==> config.mk <==
export PLATFORM = sky130hd
export DESIGN_NAME = pipe_serializer
export DESIGN_NICKNAME = d
export VERILOG_FILES = /design/src/rtl/pipe_msg_pkg.sv /design/src/rtl/pipe_serializer.sv
export SDC_FILE = /design/constraint.sdc
export NUM_CORES = 1
export LEC_CHECK = 0
export ABC_AREA = 1
export CORE_ASPECT_RATIO = 0.5
export CORE_UTILIZATION = 29
export CTS_CLUSTER_DIAMETER = 200
export CTS_CLUSTER_SIZE = 16
export DETAILED_ROUTE_END_ITERATION = 8
export PLACE_DENSITY = 0.58
export RECOVER_POWER = 25
export SLEW_MARGIN = 20
export SYNTH_ARGS = -nofsm -noshare
export SYNTH_HDL_FRONTEND = slang
export SYNTH_SLANG_ARGS = --single-unit
==> constraint.sdc <==
create_clock -name CLK -period 5.18 [get_ports CLK]
set_input_delay 0.518 -clock CLK [delete_from_list [all_inputs] [get_ports CLK]]
set_output_delay 0.518 -clock CLK [all_outputs]
set_load 0.05 [all_outputs]
==> src/rtl/pipe_msg_pkg.sv <==
// Shared message-format definitions for the M2P encoders and the pipe serializer.
package pipe_msg_pkg;

  typedef enum logic {
    IDLE = 1'b0,
    SEND = 1'b1
  } msg_state_e;

  localparam int unsigned LEN_LSB   = 0;
  localparam int unsigned LEN_MSB   = 15;
  localparam int unsigned MAX_WORDS = 4;

  // Index of the final word to send once the header length is clamped to 1..MAX_WORDS.
  function automatic logic [1:0] last_index(input logic [15:0] len);
    if (len == 16'd0)
      return 2'd0;
    else if (len > 16'(MAX_WORDS))
      return 2'(MAX_WORDS - 1);
    else
      return 2'(len - 16'd1);
  endfunction

  function automatic logic len_bad(input logic [15:0] len);
    return (len == 16'd0) || (len > 16'(MAX_WORDS));
  endfunction

endpackage

==> src/rtl/pipe_serializer.sv <==
// Splits a header-prefixed message into WORD_W words for a host FIFO.
// Optional SERIALIZER_STATS_EN adds msg_count / err_count statistics outputs.
module pipe_serializer
  import pipe_msg_pkg::*;
#(
  parameter int unsigned DATA_W = 128,
  parameter int unsigned WORD_W = 32
) (
  input  logic              CLK,
  input  logic              nRST,
  input  logic              in_enq__ENA,
  input  logic [DATA_W-1:0] in_enq_v,
  output logic              in_enq__RDY,
  output logic              out_enq__ENA,
  output logic [WORD_W-1:0] out_enq_v,
  input  logic              out_enq__RDY,
  output logic              len_err
`ifdef SERIALIZER_STATS_EN
  ,
  output logic [31:0]       msg_count,
  output logic [15:0]       err_count
`endif
);

  msg_state_e        state;
  logic [DATA_W-1:0] msg;
  logic [1:0]        idx;
  logic [1:0]        last_idx;
  logic [15:0]       hdr_len;
  logic              last_word;
  logic              capture;

  assign hdr_len      = in_enq_v[LEN_MSB:LEN_LSB];
  assign last_word    = (idx == last_idx);
  assign out_enq__ENA = (state == SEND) && out_enq__RDY;
  assign in_enq__RDY  = (state == IDLE) || ((state == SEND) && last_word && out_enq__RDY);
  assign capture      = in_enq__ENA && in_enq__RDY;
  assign out_enq_v    = msg[32'(idx) * WORD_W +: WORD_W];

  // A capture during the last-word transfer takes priority, giving back-to-back messages.
  always_ff @(posedge CLK or posedge nRST) begin
    if (nRST) begin
      state    <= IDLE;
      msg      <= '0;
      idx      <= '0;
      last_idx <= '0;
      len_err  <= 1'b0;
    end else begin
      len_err <= 1'b0;
      if (capture) begin
        state    <= SEND;
        msg      <= in_enq_v;
        idx      <= '0;
        last_idx <= last_index(hdr_len);
        len_err  <= len_bad(hdr_len);
      end else if (out_enq__ENA) begin
        if (last_word)
          state <= IDLE;
        else
          idx <= idx + 2'd1;
      end
    end
  end

`ifdef SERIALIZER_STATS_EN
  always_ff @(posedge CLK or posedge nRST) begin
    if (nRST) begin
      msg_count <= '0;
      err_count <= '0;
    end else begin
      if (capture)
        msg_count <= msg_count + 32'd1;
      if (len_err && (err_count != '1))
        err_count <= err_count + 16'd1;
    end
  end
`endif

endmodule
==> out/metrics.cfg <==
[routing]
first_iter_violations = 253
vias = 5500
dr.pass1.iters = 5
wl_per_cell_um = 14.5
drc = 0
wirelength_um = 17700
drt-vias-per-instance = 4.52
final_antenna_net_count = 0

[grt]
grt_util_met3 = 0.0277
grt_pass1_wl_um = 29300
grt_max_degree = 105
grt_pass1_vias = 5753
grt_use_met1 = 0.224
antenna_found_initial = 1
grt_usage = 0.168
gr-total-overflow = 0
use_met2 = 0.279
busiest_layer = met2

[outcome]
status = completed

[floorplanning]
ios = 167
fp-row-count = 37
dieArea_um2 = 22100
core_um2 = 20800
die_h_um = 106
initial_core_util = 0.300
die_w_um = 209

[synth]
muxShareOfSynthArea = 0
synth_area_leaders = dfrtp_1 (54%), nand2_1 (24%), o21ai_0 (5.2%)
synth_most_common_cell = nand2_1
synth_common_cells = nand2_1 (396), dfrtp_1 (134), nor2_1 (72)
synth_fa_ha_area_frac = 0.00201
yosys.area_share.xor_xnor = 0
synth_edf_count = 0
synth_compound_area_frac = 0.0963
ys_types = 24
yosys_register_bits = 134
yosys_warnings = 0
synth_top_area_share = 0.539
syn_inst = 786
yosysTopAreaCell = dfrtp_1
avgSynthCellArea_um2 = 7.92
synth_top_family_by_area = simple AND/OR/NAND/NOR gates
ys_seq_area_frac = 0.539
async_reset_ff_frac = 1.00
synth_simple_gate_area_share = 0.296
syn_area_um2 = 6230
synth_ff_type = dfrtp_1
syn-num-nets = 919

[power]
peakVddDrop_uv = 287
p_per_area_nw_per_um2 = 710
p_leak_nw = 4.14

[job]
maxCapViolations = 0

[layout]
area_growth_pct = 37.4
design_area_um2 = 8550
final_layout_size_suffix_gt1_frac = 0.0520
final_cells = 1216
layout.nets = 1062

[place]
hpwl_um = 11100
gp_congestion = 0.783
placed_area_um2 = 7940
port_buffers = 166
place_inst = 1182

[critical_path]
crit_path_end_kind = output port
worst-path-max-fanout = 66
startpoint_type = register
worstSetupPathType = register to output port
crit_required_ns = 4.66
cp.arrival_ns = 2.71

[clock_tree]
root_buffer = clkbuf_16
ctsHoldBuffers = 0
cts_resized = 0
cts_tree = done
clock_path_buffers = 2
cts_buffers = 17
path_clk_slew_ns = 0.06
cts_setup_buffers = 0
cts.sinks = 134
clk_latency_ns = 0.40
htree_levels = 4

[sta]
hold_viol = 0
fmax_mhz = 310
layout_min_cycle_time_ns = 3.23
slew_headroom = 0.438
worstMarginPinSlew_ns = 0.843
drv_slew = 0
setup_tns_ns = 0
clock_skew_ns = 0.0114
setup_viol_count_final = 0
grt_setup_unrepaired = false
finalCritPeriodShare = 0.623

[hold_path]
hp-class = register to register

-- through the flow --
step | setup slack (ns) | total power [W] | hold slack, ns | util
final | 1.95 | 0.00608 | 0.471 | 0.411
after global routing | 1.81 | 0.00651 | 0.488 | 0.411
after CTS | 1.94 | 0.00614 | 0.476 | 0.410
after detailed placement | 2.32 | 0.00486 | 0.460 | 0.382
after global placement | 2.08 | 0.00484 | 0.459 | 0.382
after floorplan | 1.08 | 0.00397 | 0.444 | -
-- registers in the layout, summed over array words and instances, names as in the netlist --
signal	flops
state	1
len_err	1
idx	2
msg	128
last_idx	2
-- worst max-delay path, stage by stage (launching register included) --
cell             delay (ns)
dfrtp_2                0.38
buf_4                  0.60
o21ai_0                0.24
o22ai_1                0.24
clkdlybuf4s50_1        0.84
-- cell families (layout without fill, tap and decap cells) --
kind of cell | count (synthesis) | count (layout)
and+or+nand+nor | 482 | 482
AOI/OAI and AO/OA | 105 | 105
buffers and inverters | 64 | 220
DFF | 134 | 134
other | 0 | 1
adders and majority gates | 1 | 1
-- per-layer routing --
metal	vias to the layer above	share of wire	routed length, µm
li1	2763	-	-
met1	2621	0.48	8390
met2	103	0.48	8450
met3	13	0.032	565
met4	0	0.014	248
met5	-	0	0
-- final timing paths --
path / start / end / slack [ns] / cells after the start
worst max-delay path: idx[0] / out_enq_v[14] / 1.95 / 4
worst min-delay path: msg[83] / msg[83] / 0.47 / 2
worst max register to register: idx[0] / msg[50] / 2.44 / 8
worst min register to register: msg[83] / msg[83] / 0.47 / 2
max in group asynchronous: nRST / idx[0] / 3.26 / 3
min in group asynchronous: nRST / msg[30] / 0.77 / 2
-- layout make-up --
class / count / area [µm²]
antenna: 1 / 2.50
clock buffer: 24 / 472
clock inverter: 8 / 124
fill: 2134 / 12200
inverter: 16 / 67.6
multi-input combinational: 588 / 2460
sequential: 134 / 3350
tap: 273 / 342
timing repair buffer: 172 / 1730
-- where the power goes --
group	internal [W]	total, W	switching (W)
clock	0.000784	0.00124	0.000455
sequential	0.00154	0.00179	0.000250
combinational	0.00101	0.00305	0.00203
-- cell usage in the layout (no fill, tap or decap), types with 3 or more instances in the layout --
cell type / synthesis / final
o22ai_1: 32 / 32
bufinv_16: 0 / 3
dfrtp_1: 134 / 133
buf_4: 3 / 4
inv_1: 14 / 13
nand2_1: 396 / 396
nand2_2: 4 / 3
nand4_1: 4 / 4
nor2_1: 72 / 72
o21ai_0: 65 / 65
nand3_1: 4 / 4
clkbuf_16: 0 / 17
o21ai_2: 5 / 5
clkdlybuf4s50_1: 0 / 165
clkbuf_1: 19 / 5
Note: power is estimated with default switching activity, not from simulation.
